==> src/rtl/picosoc_mem_arb_if.sv <==
// rtl/picosoc_mem_arb_if.sv - two-master / one-slave memory bus bundle for picosoc_mem_arb
interface picosoc_mem_arb_if;
   logic        m0_valid;
   logic        m0_ready;
   logic [31:0] m0_addr;
   logic [31:0] m0_wdata;
   logic [3:0]  m0_wstrb;
   logic [31:0] m0_rdata;

   logic        m1_valid;
   logic        m1_ready;
   logic [31:0] m1_addr;
   logic [31:0] m1_wdata;
   logic [3:0]  m1_wstrb;
   logic [31:0] m1_rdata;

   logic        s_valid;
   logic        s_ready;
   logic [31:0] s_addr;
   logic [31:0] s_wdata;
   logic [3:0]  s_wstrb;
   logic [31:0] s_rdata;

   logic        grant;
   logic        timeout_err;

   // Arbiter side: serves both CPU masters and drives the shared slave bus
   modport master (
      input  m0_valid, m0_addr, m0_wdata, m0_wstrb,
      output m0_ready, m0_rdata,
      input  m1_valid, m1_addr, m1_wdata, m1_wstrb,
      output m1_ready, m1_rdata,
      output s_valid, s_addr, s_wdata, s_wstrb,
      input  s_ready, s_rdata,
      output grant, timeout_err
   );

   // Environment side: the two masters and the memory slave
   modport slave (
      output m0_valid, m0_addr, m0_wdata, m0_wstrb,
      input  m0_ready, m0_rdata,
      output m1_valid, m1_addr, m1_wdata, m1_wstrb,
      input  m1_ready, m1_rdata,
      input  s_valid, s_addr, s_wdata, s_wstrb,
      output s_ready, s_rdata,
      input  grant, timeout_err
   );
endinterface

==> src/rtl/picosoc_mem_arb.sv <==
// rtl/picosoc_mem_arb.sv - round-robin two-master memory arbiter; PICOSOC_MEMARB_TIMEOUT_EN adds a forced-completion watchdog
module picosoc_mem_arb #(
   parameter int TIMEOUT = 255
) (
   input logic               clk,
   input logic               reset,
   picosoc_mem_arb_if.master bus
);
   typedef enum logic {IDLE = 1'b0, BUSY = 1'b1} state_t;

   state_t state_q, state_d;
   logic   grant_q, grant_d;
   logic   last_grant_q, last_grant_d;
   logic   win;
   logic   fire;
   logic   done;

   if (TIMEOUT < 1 || TIMEOUT > 255) begin : g_bad_timeout
      $error("picosoc_mem_arb: TIMEOUT must be 1..255");
   end

   // Tie goes to the master that did not own the bus last; a lone requester simply wins
   assign win  = (bus.m0_valid && bus.m1_valid) ? ~last_grant_q : bus.m1_valid;
   assign done = (state_q == BUSY) && (bus.s_ready || fire);

`ifdef PICOSOC_MEMARB_TIMEOUT_EN
   localparam logic [7:0] TIMEOUT_CNT = TIMEOUT[7:0];
   logic [7:0] cnt_q, cnt_d;

   // Counter sits at zero while idle, so each transaction starts counting from zero
   always_comb begin
      cnt_d = '0;
      if (state_q == BUSY && !bus.s_ready) begin
         cnt_d = cnt_q + 8'd1;
      end
   end

   // Watchdog counter register
   always_ff @(posedge clk) begin
      if (reset) begin
         cnt_q <= '0;
      end else begin
         cnt_q <= cnt_d;
      end
   end

   // A slave response in the expiry cycle wins over the forced completion
   assign fire = (state_q == BUSY) && !bus.s_ready && ((cnt_q + 8'd1) == TIMEOUT_CNT);
`else
   assign fire = 1'b0;
`endif

   // State, grant and round-robin history registers
   always_ff @(posedge clk) begin
      if (reset) begin
         state_q      <= IDLE;
         grant_q      <= 1'b0;
         last_grant_q <= 1'b1;
      end else begin
         state_q      <= state_d;
         grant_q      <= grant_d;
         last_grant_q <= last_grant_d;
      end
   end

   // Next state: arbitrate in IDLE, wait for completion in BUSY
   always_comb begin
      state_d      = state_q;
      grant_d      = grant_q;
      last_grant_d = last_grant_q;
      unique case (state_q)
         IDLE: begin
            if (bus.m0_valid || bus.m1_valid) begin
               state_d = BUSY;
               grant_d = win;
            end
         end
         BUSY: begin
            if (done) begin
               state_d      = IDLE;
               last_grant_d = grant_q;
            end
         end
      endcase
   end

   // Outputs: route the granted master to the slave and return data only to it
   always_comb begin
      logic [31:0] rdata_sel;
      bus.s_valid     = 1'b0;
      bus.s_addr      = '0;
      bus.s_wdata     = '0;
      bus.s_wstrb     = '0;
      bus.m0_ready    = 1'b0;
      bus.m0_rdata    = '0;
      bus.m1_ready    = 1'b0;
      bus.m1_rdata    = '0;
      bus.timeout_err = 1'b0;
      rdata_sel       = fire ? 32'hDEAD_BEEF : bus.s_rdata;
      if (state_q == BUSY) begin
         bus.s_valid = !fire;
         bus.s_addr  = grant_q ? bus.m1_addr  : bus.m0_addr;
         bus.s_wdata = grant_q ? bus.m1_wdata : bus.m0_wdata;
         bus.s_wstrb = grant_q ? bus.m1_wstrb : bus.m0_wstrb;
      end
      // Reset in the completion cycle aborts the transfer without a ready pulse
      if (done && !reset) begin
         bus.timeout_err = fire;
         if (grant_q) begin
            bus.m1_ready = 1'b1;
            bus.m1_rdata = rdata_sel;
         end else begin
            bus.m0_ready = 1'b1;
            bus.m0_rdata = rdata_sel;
         end
      end
   end

   assign bus.grant = grant_q;
endmodule

==> src/flat_wrapper.sv <==
// flat-port wrapper written by rule: the top's interface ports become plain ports
module picosoc_mem_arb_flat 
#(
   parameter int TIMEOUT = 255
)
  (clk, reset, bus_m0_valid, bus_m0_addr, bus_m0_wdata, bus_m0_wstrb, bus_m0_ready, bus_m0_rdata, bus_m1_valid, bus_m1_addr, bus_m1_wdata, bus_m1_wstrb, bus_m1_ready, bus_m1_rdata, bus_s_valid, bus_s_addr, bus_s_wdata, bus_s_wstrb, bus_s_ready, bus_s_rdata, bus_grant, bus_timeout_err);
  picosoc_mem_arb_if bus_i ();
  input logic clk;
  input logic reset;
  input wire logic [$bits(bus_i.m0_valid)-1:0] bus_m0_valid;
  input wire logic [$bits(bus_i.m0_addr)-1:0] bus_m0_addr;
  input wire logic [$bits(bus_i.m0_wdata)-1:0] bus_m0_wdata;
  input wire logic [$bits(bus_i.m0_wstrb)-1:0] bus_m0_wstrb;
  output wire logic [$bits(bus_i.m0_ready)-1:0] bus_m0_ready;
  output wire logic [$bits(bus_i.m0_rdata)-1:0] bus_m0_rdata;
  input wire logic [$bits(bus_i.m1_valid)-1:0] bus_m1_valid;
  input wire logic [$bits(bus_i.m1_addr)-1:0] bus_m1_addr;
  input wire logic [$bits(bus_i.m1_wdata)-1:0] bus_m1_wdata;
  input wire logic [$bits(bus_i.m1_wstrb)-1:0] bus_m1_wstrb;
  output wire logic [$bits(bus_i.m1_ready)-1:0] bus_m1_ready;
  output wire logic [$bits(bus_i.m1_rdata)-1:0] bus_m1_rdata;
  output wire logic [$bits(bus_i.s_valid)-1:0] bus_s_valid;
  output wire logic [$bits(bus_i.s_addr)-1:0] bus_s_addr;
  output wire logic [$bits(bus_i.s_wdata)-1:0] bus_s_wdata;
  output wire logic [$bits(bus_i.s_wstrb)-1:0] bus_s_wstrb;
  input wire logic [$bits(bus_i.s_ready)-1:0] bus_s_ready;
  input wire logic [$bits(bus_i.s_rdata)-1:0] bus_s_rdata;
  output wire logic [$bits(bus_i.grant)-1:0] bus_grant;
  output wire logic [$bits(bus_i.timeout_err)-1:0] bus_timeout_err;
  assign bus_i.m0_valid = bus_m0_valid;
  assign bus_i.m0_addr = bus_m0_addr;
  assign bus_i.m0_wdata = bus_m0_wdata;
  assign bus_i.m0_wstrb = bus_m0_wstrb;
  assign bus_m0_ready = bus_i.m0_ready;
  assign bus_m0_rdata = bus_i.m0_rdata;
  assign bus_i.m1_valid = bus_m1_valid;
  assign bus_i.m1_addr = bus_m1_addr;
  assign bus_i.m1_wdata = bus_m1_wdata;
  assign bus_i.m1_wstrb = bus_m1_wstrb;
  assign bus_m1_ready = bus_i.m1_ready;
  assign bus_m1_rdata = bus_i.m1_rdata;
  assign bus_s_valid = bus_i.s_valid;
  assign bus_s_addr = bus_i.s_addr;
  assign bus_s_wdata = bus_i.s_wdata;
  assign bus_s_wstrb = bus_i.s_wstrb;
  assign bus_i.s_ready = bus_s_ready;
  assign bus_i.s_rdata = bus_s_rdata;
  assign bus_grant = bus_i.grant;
  assign bus_timeout_err = bus_i.timeout_err;
  picosoc_mem_arb #(.TIMEOUT(TIMEOUT)) u_core (.clk(clk), .reset(reset), .bus(bus_i));
endmodule
==> config.mk <==
export PLATFORM = sky130hd
export DESIGN_NAME = picosoc_mem_arb_flat
export DESIGN_NICKNAME = d
export VERILOG_FILES = /design/src/rtl/picosoc_mem_arb_if.sv /design/src/rtl/picosoc_mem_arb.sv /design/src/flat_wrapper.sv
export SDC_FILE = /design/constraint.sdc
export NUM_CORES = 1
export LEC_CHECK = 0
export ABC_AREA = 1
export ABC_CLOCK_PERIOD_IN_PS = 1900
export CAP_MARGIN = 15
export CORE_AREA = 3 3 118 120
export DETAILED_ROUTE_END_ITERATION = 16
export DIE_AREA = 0 0 121 123
export PLACE_DENSITY = 0.67
export RECOVER_POWER = 100
export SLEW_MARGIN = 10
export SYNTH_ARGS = -nofsm -noshare
export SYNTH_HDL_FRONTEND = slang
export SYNTH_SLANG_ARGS = --single-unit
==> constraint.sdc <==
create_clock -name clk -period 1.9 [get_ports clk]
set_clock_uncertainty 0.15 [all_clocks]
set_input_delay 0.57 -clock clk [delete_from_list [all_inputs] [get_ports clk]]
set_output_delay 0.57 -clock clk [all_outputs]
set_load 0.01 [all_outputs]
# Word-level counts from Yosys, hierarchy flattened
# Cells that the tools add are included.
# classes
bitwise_logic	2
n_reduce_logical	7
n_mux	19
# ops
cell	n
two-way mux 32 bit	8
two-way mux 1 bit	8
two-way mux 4 bit	2
AND reduction 2 bit	2
logical AND 1 bit	3
NOT 1 bit	2
case mux 1 bit (2 select lines)	1
logical NOT 1 bit	1
logical OR 1 bit	1
# totals
elab_cells	31
output_inout_bits	137
ff_bits	3

# Logic depth before layout (Yosys ltp)
# Gate-level depths: netlist (run 1).
# logic_depth
ltp_word	3
depth_mapped	6
mapped_depth_nobuf	5

# Worst setup path before layout (run 1)
# OpenSTA, ideal clock, no wires.
# synth_timing
path_type	input to output
from	input port bus_s_ready
to	output port bus_m0_rdata[10]
t_arrival_ps	1161
stages	5
path_slack_ps	19
n_path_buf	1
cell_sequence	nand2_2 > nor2_4 > nand2_4 > buf_6 > nor2_1
# synth_between
elab_chain_len	3
# synth_lines
item	line_no	source
start, declared	flat_wrapper.sv:26	input wire logic [$bits(bus_i.s_ready)-1:0] bus_s_ready;
logical AND 1 bit	picosoc_mem_arb.sv:24	assign done = (state_q == BUSY) && (bus.s_ready || fire);
logical AND 1 bit	picosoc_mem_arb.sv:107	if (done && !reset) begin
two-way mux 32 bit	picosoc_mem_arb.sv:107	
end, declared	flat_wrapper.sv:15	output wire logic [$bits(bus_i.m0_rdata)-1:0] bus_m0_rdata;
# No other way between the ends.

# Worst setup path after layout (run 1)
# layout_timing
from	register u_core.grant_q, in the netlist u_core.bus.grant
to	output port bus_s_addr[31]
# layout_between
elab_chain_len	2
# layout_lines
item	line_no	source
start, declared	picosoc_mem_arb.sv:12	logic grant_q, grant_d;
start signal, assigned	picosoc_mem_arb.sv:61	grant_q <= grant_d;
two-way mux 32 bit	picosoc_mem_arb.sv:102	bus.s_addr = grant_q ? bus.m1_addr : bus.m0_addr;
two-way mux 32 bit	picosoc_mem_arb.sv:100	if (state_q == BUSY) begin
end, declared	flat_wrapper.sv:23	output wire logic [$bits(bus_i.s_addr)-1:0] bus_s_addr;
# No other way between the ends.

==> results of run 1 <==
==> placed cells by master, fill, tap and decap left out, types with 2 or more instances in the layout <==
cell             Yosys  routed
inv_2                1       3
o21ai_2              0      35
inv_1               36      32
buf_4                3      21
clkdlybuf4s50_1      0      54
buf_8                0       6
nor2_2              22      41
dfxtp_4              0       2
dlygate4sd2_1        0     103
nand2_1              3       3
a21oi_1              2       2
buf_6                7      57
nand2_8              0       4
clkbuf_16            0       4
nand2_4              2       2
nor2_1             181     120
buf_16               0       8
buf_12               0      16
buf_2                7     111
o21ai_4              0       4
dlymetal6s2s_1       0      12
nor2_4               1      43
o21ai_1              1      29
==> kinds of logic after synthesis <==
logic type             synth area share, %
buffers and inverters                 19.9
flip-flops                            3.72
other                                0.232
AO/OA/AOI/OAI                         22.0
AND/OR/NAND/NOR                       54.1
==> report_power, final <==
part	total (W)	leakage (nW)	switching (W)	internal, W
Combinational	0.00130	3.07	0.000588	0.000713
Sequential	0.0000772	0.0260	0.00000917	0.0000680
Clock	0.000340	0.0382	0.0000630	0.000277
Total	0.00172	3.14	0.000660	0.00106
==> critical path, cell delays in order (launching register included) <==
cell,delay (ns)
dfxtp_4,0.42
buf_12,0.13
bufbuf_16,0.26
o21ai_1,0.07
nor2_1,0.16
buf_2,0.17
==> state kept, by name, summed over array words and instances, names as in the netlist <==
name and flops:
u_core.last_grant_q 1, u_core.state_q 1, u_core.bus.grant 1
==> what timing repair did <==
action / in CTS / in global routing
buffers inserted: 44 / 12
endpoints found under the setup margin: 136 / 135
gates resized for setup: 843 / 142
pin swaps: 119 / 51
gates cloned: 14 / 3
==> area by class of cell <==
cell class	count	area [µm²]
tap	176	220
sequential	3	67.6
multi-input combinational	286	1850
fill	1352	7050
clock buffer	4	78.8
inverter	37	156
timing repair buffer	394	3670
==> stage by stage <==
step	instances	power, W	hold slack [ns]
after detailed placement	833	0.00112	0.324
after global routing	900	0.00182	0.354
after CTS	894	0.00164	0.331
after global placement	833	0.00111	0.323
final	900	0.00172	0.330
after floorplan	352	0.000389	0.304
==> synthesized netlist by cell type (all sizes together) <==
cell,number
conb,1
clkbuf,12
nand2,6
a21oi,2
buf,17
inv,37
dfxtp,3
o21ai,69
nand3,1
nor2,204
==> layer usage <==
layer	share of wire [%]	up-vias	track usage [%]
met5	0	-	0
met1	38	1670	20.0
met3	8.0	16	3.39
li1	-	1813	-
met4	1.2	0	2.20
met2	53	164	30.3
==> worst max-delay path by stage <==
stage                             endpoint  slack, ns                           from
after floorplan           bus_m0_rdata[10]       0.02                    bus_s_ready
after CTS                 bus_m1_rdata[11]      -0.41                    bus_s_ready
final                       bus_s_addr[31]      -0.26  u_core.bus.grant$_SDFFE_PP0P_
after global placement     bus_m0_rdata[1]      -0.99                    bus_s_ready
after global routing      bus_m0_rdata[16]      -0.31                    bus_s_ready
after detailed placement   bus_m0_rdata[0]      -1.05                    bus_s_ready
==> summary.md, run 1 <==
| Metric | Value |
|---|---|
| Status | `complete, but fails checks` |
| Violated checks | `negative setup slack` |
| Crit end category | `primary output` |
| Worst flop-to-flop path startpoint | `u_core.bus.grant$_SDFFE_PP0P_` |
| PD cells | `285 nW/µm²` |
| CTS Buf Count | `3` |
| Clk_lat worst skew | `~0.23 ns` |
| Vias in the first global route | `~3.5k` |
| Reg2reg end | `u_core.last_grant_q$_SDFFE_PP1P_` |
| Root Buffer | `clkbuf_16` |
| Avg WL per Cell | `15.9 µm` |
| Final Cell Area | `between 6000 and 7000 µm²` |
| Grt total ovfl | `0` |
| Fin. max-slew vios | `0` |
| CP Data Required Time | `around 1.2 ns` |
| Tmin final | `2.16 ns` |
| Avg Cell Area, Syn | `approximately 4.6 µm²` |
| Total GRT Usage | `approximately 16%` |
| Crit share post-route | `113%` |
| Pin count of the biggest net entering global routing | `30` |
| Cells after synthesis | `352` |
| Synthesized area | `1610 µm²` |
| Initial core utilization | `roughly 12%` |
| WP data arrival | `between 1 and 1.5 ns` |
| Yosys reg bits | `3` |
| Syn-to-layout area delta | `274%` |
| Ranking of synthesized cells by area | `nor2_1, o21ai_0, nor2_2, inv_1, buf_6` |
| DR vias/cell | `~4.1` |
| Placer congestion estimate | `0.822` |
| Hold path depth | `2` |
| Final setup viols | `135` |
| Routed wire length | `roughly 14 mm` |
| First-pass GRT wire length | `roughly 19 mm` |
| Yosys cell types | `19` |
| Flop2flop setup slack | `about 0.55 ns` |
| Die Span X | `~120 µm` |
| Ys Warns | `0` |
| # clock sinks | `3` |
| IO buf count | `approximately 310` |
| Hold_sp | `u_core.last_grant_q$_SDFFE_PP1P_` |
| Setup ws final | `-0.256 ns` |
| FF-to-FF path depth | `6` |
| Setup CP Type | `reg -> out` |
| Setup TNS | `-22.21 ns` |
| VDD IR max | `approximately 0.00025 V` |
| RSZ-0062 raised after global routing | `yes` |
| Post-route DRC violation count | `0` |
| Via count | `3663` |
| Initial antenna violation count | `0` |
| Layout Nets | `898` |
| Leak | `about 3.1 nW` |
| Worst hold endpoint | `u_core.last_grant_q$_SDFFE_PP1P_` |
| Final Hold Vio Count | `0` |
| Layout cells sized above 1 | `between 50% and 60%` |
| Io pins | `310` |
| # rows | `42` |
| Die Y | `123 µm` |
| Max-cap violations | `0` |
| CTS Buffer Depth | `2` |
| Die area | `between 10000 and 15000 µm²` |
| ANT nets after route | `0` |
| Iteration-0 DRC Markers | `around 150` |
| Sequential-to-total area share from yosys stat | `between 3 and 4%` |
| Worst-path clk slew | `roughly 0.030 ns` |
| Util after Layout | `46.1%` |
| Hold_buf cts | `0` |
| Pre-CTS setup slack | `-1.05 ns` |
| Fmax | `464 MHz` |
| Worst Hold Class | `reg -> reg` |
| Drt pass-1 iters | `4` |
| CTS tree | `done` |
| Dpl hpwl | `9.06 mm` |
| Synth Net Count | `approximately 530` |
| Share of the synthesized area in the top cell type | `between 40% and 50%` |
| H-tree Lvls | `1` |
| Placed cell areas | `5030 µm²` |
| Antenna fix cells | `0` |
| Worst Setup Start Kind | `flip-flop` |
| Max Fanout on Critical Path | `5` |
| Core ar. | `13100 µm²` |
| Cell taking the most area after synthesis | `nor2_1` |
Note: power is estimated with default switching activity, not from simulation.
==> inputs of run 2 (changes only) <==
--- a/config.mk
+++ b/config.mk
@@ -11,6 +11,7 @@
 export CORE_AREA = 3 3 118 120
 export DETAILED_ROUTE_END_ITERATION = 16
 export DIE_AREA = 0 0 121 123
+export HOLD_SLACK_MARGIN = 0.03
 export PLACE_DENSITY = 0.67
 export RECOVER_POWER = 100
 export SLEW_MARGIN = 10
==> results of run 2 <==
Same layout as run 1: the final DEF is identical, and so are final timing and power.
==> inputs of run 3 (changes only) <==
--- a/config.mk
+++ b/config.mk
@@ -5,14 +5,13 @@
 export SDC_FILE = /design/constraint.sdc
 export NUM_CORES = 1
 export LEC_CHECK = 0
-export ABC_AREA = 1
 export ABC_CLOCK_PERIOD_IN_PS = 1900
 export CAP_MARGIN = 15
 export CORE_AREA = 3 3 118 120
 export DETAILED_ROUTE_END_ITERATION = 16
 export DIE_AREA = 0 0 121 123
 export HOLD_SLACK_MARGIN = 0.03
-export PLACE_DENSITY = 0.67
+export PLACE_DENSITY = 0.69
 export RECOVER_POWER = 100
 export SLEW_MARGIN = 10
 export SYNTH_ARGS = -nofsm -noshare
==> run 3 against run 2 <==
Against the previous run:
- the flow still finishes with violations (negative setup slack)
- synthesized cell count down 20%
- critical path depth is 3 higher
- routed wire length down 8.3%
- maximum frequency is 1.9% lower
- non-clock buffer count shrank 24
- worst hold slack better by 0.051 ns
- cell area shrank 2.2%
- die area unchanged
- area after synthesis is 16% higher
- largest cell class unchanged
==> summary.md, run 3 <==
| Metric | Value |
|---|---|
| RSZ-0062 raised after global routing | `yes` |
| Layout Nets | `800` |
| Cells after synthesis | `around 280` |
| Dpl hpwl | `slightly above 9 mm` |
| Avg Cell Area, Syn | `about 6.7 µm²` |
| Layout cells sized above 1 | `47.8%` |
| Hold_sp | `u_core.last_grant_q$_SDFFE_PP1P_` |
| Root Buffer | `clkbuf_16` |
| VDD IR max | `about 0.00018 V` |
| Commonest non-fill, non-tap cell in the layout | `buf_2` |
| Setup CP Type | `in -> out` |
| Synth Flop Type | `dfxtp_1` |
| CTS Buf Count | `3` |
| Commonest cells post-synth | `mux2i_1, nor2b_1, nand2_1, nor2_1, nor2_2` |
| Crit share post-route | `116%` |
| Yosys cell types | `19` |
| Synth Net Count | `454` |
| Buf+Inv Stages, Crit Path | `5` |
| Worst Hold Class | `reg -> reg` |
| Cell mode on critical path | `buf_12` |
| Reg2reg end | `u_core.last_grant_q$_SDFFE_PP1P_` |
| Post-route DRC violation count | `0` |
| Crit-path slowest cell | `and2_4` |
| Iteration-0 DRC Markers | `just under 70` |
| Die Y | `123 µm` |
| CTS tree | `done` |
| Yosys reg bits | `3` |
| Cell taking the most area after synthesis | `mux2i_1` |
| Non-Filler Instances | `approximately 800` |
| FF-to-FF path depth | `8` |
| EDFF count, synth | `0` |
| Util after Layout | `a little under half` |
| Hold Slack | `between 0.3 and 0.4 ns` |
| Max-cap violations | `0` |
| Sequential-to-total area share from yosys stat | `3.20%` |
| Flop2flop setup slack | `0.31 ns` |
| Leak | `approximately 2.8 nW` |
| WP data arrival | `approximately 1.5 ns` |
| Crit end category | `primary output` |
| Worst hold endpoint | `u_core.last_grant_q$_SDFFE_PP1P_` |
| CP Data Required Time | `around 1.2 ns` |
| H-tree Lvls | `1` |
| ANT nets after route | `0` |
| Pre-CTS setup slack | `-1.08 ns` |
| Drt pass-1 iters | `3` |
| Setup ws final | `-0.296 ns` |
| # rows | `42` |
| First-pass GRT wire length | `~18 mm` |
| Final Hold Vio Count | `0` |
| Initial core utilization | `14.4%` |
| Io pins | `310` |
| Via count | `3270` |
| Status | `complete, but fails checks` |
| Syn-to-layout area delta | `214%` |
| Placer congestion estimate | `0.805` |
| Post-Place Cells | `approximately 760` |
| Synthesized area | `about 1900 µm²` |
| Die area | `about 15000 µm²` |
| Ranking of synthesized cells by area | `mux2i_1, nor2b_1, nor2_2, nand2_1, nor2_1` |
| DR vias/cell | `between 4 and 5` |
| Worst Setup Start Kind | `input port` |
| Leading cell types in the layout, fill and taps excluded | `buf_2, clkdlybuf4s50_1, dlygate4sd2_1` |
| Cell family with the largest share of critical-path delay | `buffers and inverters` |
| Routed wire length | `13.2 mm` |
| Avg WL per Cell | `~16 µm` |
| Die Span X | `roughly 120 µm` |
| Max Fanout on Critical Path | `8` |
| Pwr Total | `0.00171 W` |
| Core ar. | `13100 µm²` |
| Total GRT Usage | `between 15 and 20%` |
| Worst flop-to-flop path startpoint | `u_core.state_q$_SDFF_PP0_` |
| Fin. max-slew vios | `0` |
| Vias in the first global route | `approximately 3.4k` |
| Worst-path clk slew | `roughly 0.03 ns` |
| Grt total ovfl | `0` |
| Hold path depth | `2` |
| # clock sinks | `3` |
| Ys Warns | `0` |
| Tmin final | `2.20 ns` |
| Pin count of the biggest net entering global routing | `34` |
| Violated checks | `negative setup slack` |
| Final setup viols | `about 130` |
| Initial antenna violation count | `1` |
| Fmax | `~460 MHz` |
| PD cells | `290 nW/µm²` |
| IO buf count | `about 300` |
| Share of the synthesized area in the top cell type | `a little over a third` |
| CP cell instances | `buf_6 -> and2_4 -> buf_12 -> buf_12 -> buf_16 -> nand2_4 -> nor2_1 -> buf_2` |
| CTS Buffer Depth | `2` |
| Synth async-reset ratio | `0%` |
| Clk_lat worst skew | `0.22 ns` |
| Critical Path Max Stage Delay | `roughly 0.16 ns` |
## run 3: layout make-up
type / count / area [µm²]
fill: 1290 / 7180
timing repair buffer: 370 / 3470
multi-input combinational: 248 / 2060
tap: 176 / 220
clock buffer: 4 / 78.8
sequential: 3 / 67.6
inverter: 1 / 3.75
antenna: 1 / 2.50
## run 3: logic make-up (layout without fill, tap and decap cells)
family          count (synthesis)  after routing  synth area share [%]
other cells                     1              2                 0.200
buf+inv                        30            375                  10.5
compound gates                  2              2                 0.532
mux                            68             68                  36.2
simple gates                  177            177                  49.4
flops                           3              3                  3.20
## run 3: worst min-delay path, stage by stage (launching register included)
cell      delay [ns]
dfxtp_1         0.34
nand2_1         0.06
nand3b_1        0.09
## run 3: power by group
group	leakage (nW)	internal, W	total (W)	switching, W
clock	0.0382	0.000277	0.000336	0.0000592
sequential	0.0261	0.0000682	0.0000741	0.00000599
combinational	2.72	0.000764	0.00130	0.000539
## run 3: how the worst max path moves through the flow
stage | from | end | slack (ns) | cells after the start
after floorplan | reset | bus_m1_rdata[21] | -0.03 | 4
after global placement | reset | bus_m0_rdata[0] | -1.07 | 5
after detailed placement | bus_s_ready | bus_m0_rdata[0] | -1.08 | 6
after CTS | bus_s_ready | bus_m1_rdata[0] | -0.30 | 8
after global routing | bus_s_ready | bus_m1_rdata[21] | -0.32 | 8
final | bus_s_ready | bus_m1_rdata[24] | -0.30 | 8
## run 3: through the flow
step	area [µm²]	TNS [ns]
detailed placement	5260	-107.14
floorplan	1920	-0.336
CTS	5480	-27.43
finish	5900	-26.48
global placement	5260	-103.96
global route	5900	-32.66
## run 3: timing repair
action,CTS,global route
resized for setup,745,75
setup buffers,20,9
hold buffers,0,0
pin swaps,49,18
cloned,11,2
hold endpoints to repair,0,0
endpoints found under the setup margin,136,134
## run 3: layer usage
layer | track usage [%] | vias up | wire, µm
li1 | - | 1589 | -
met1 | 16.8 | 1495 | 4790
met2 | 30.4 | 169 | 7190
met3 | 2.84 | 17 | 926
met4 | 3.75 | 0 | 253
met5 | 0 | - | 0
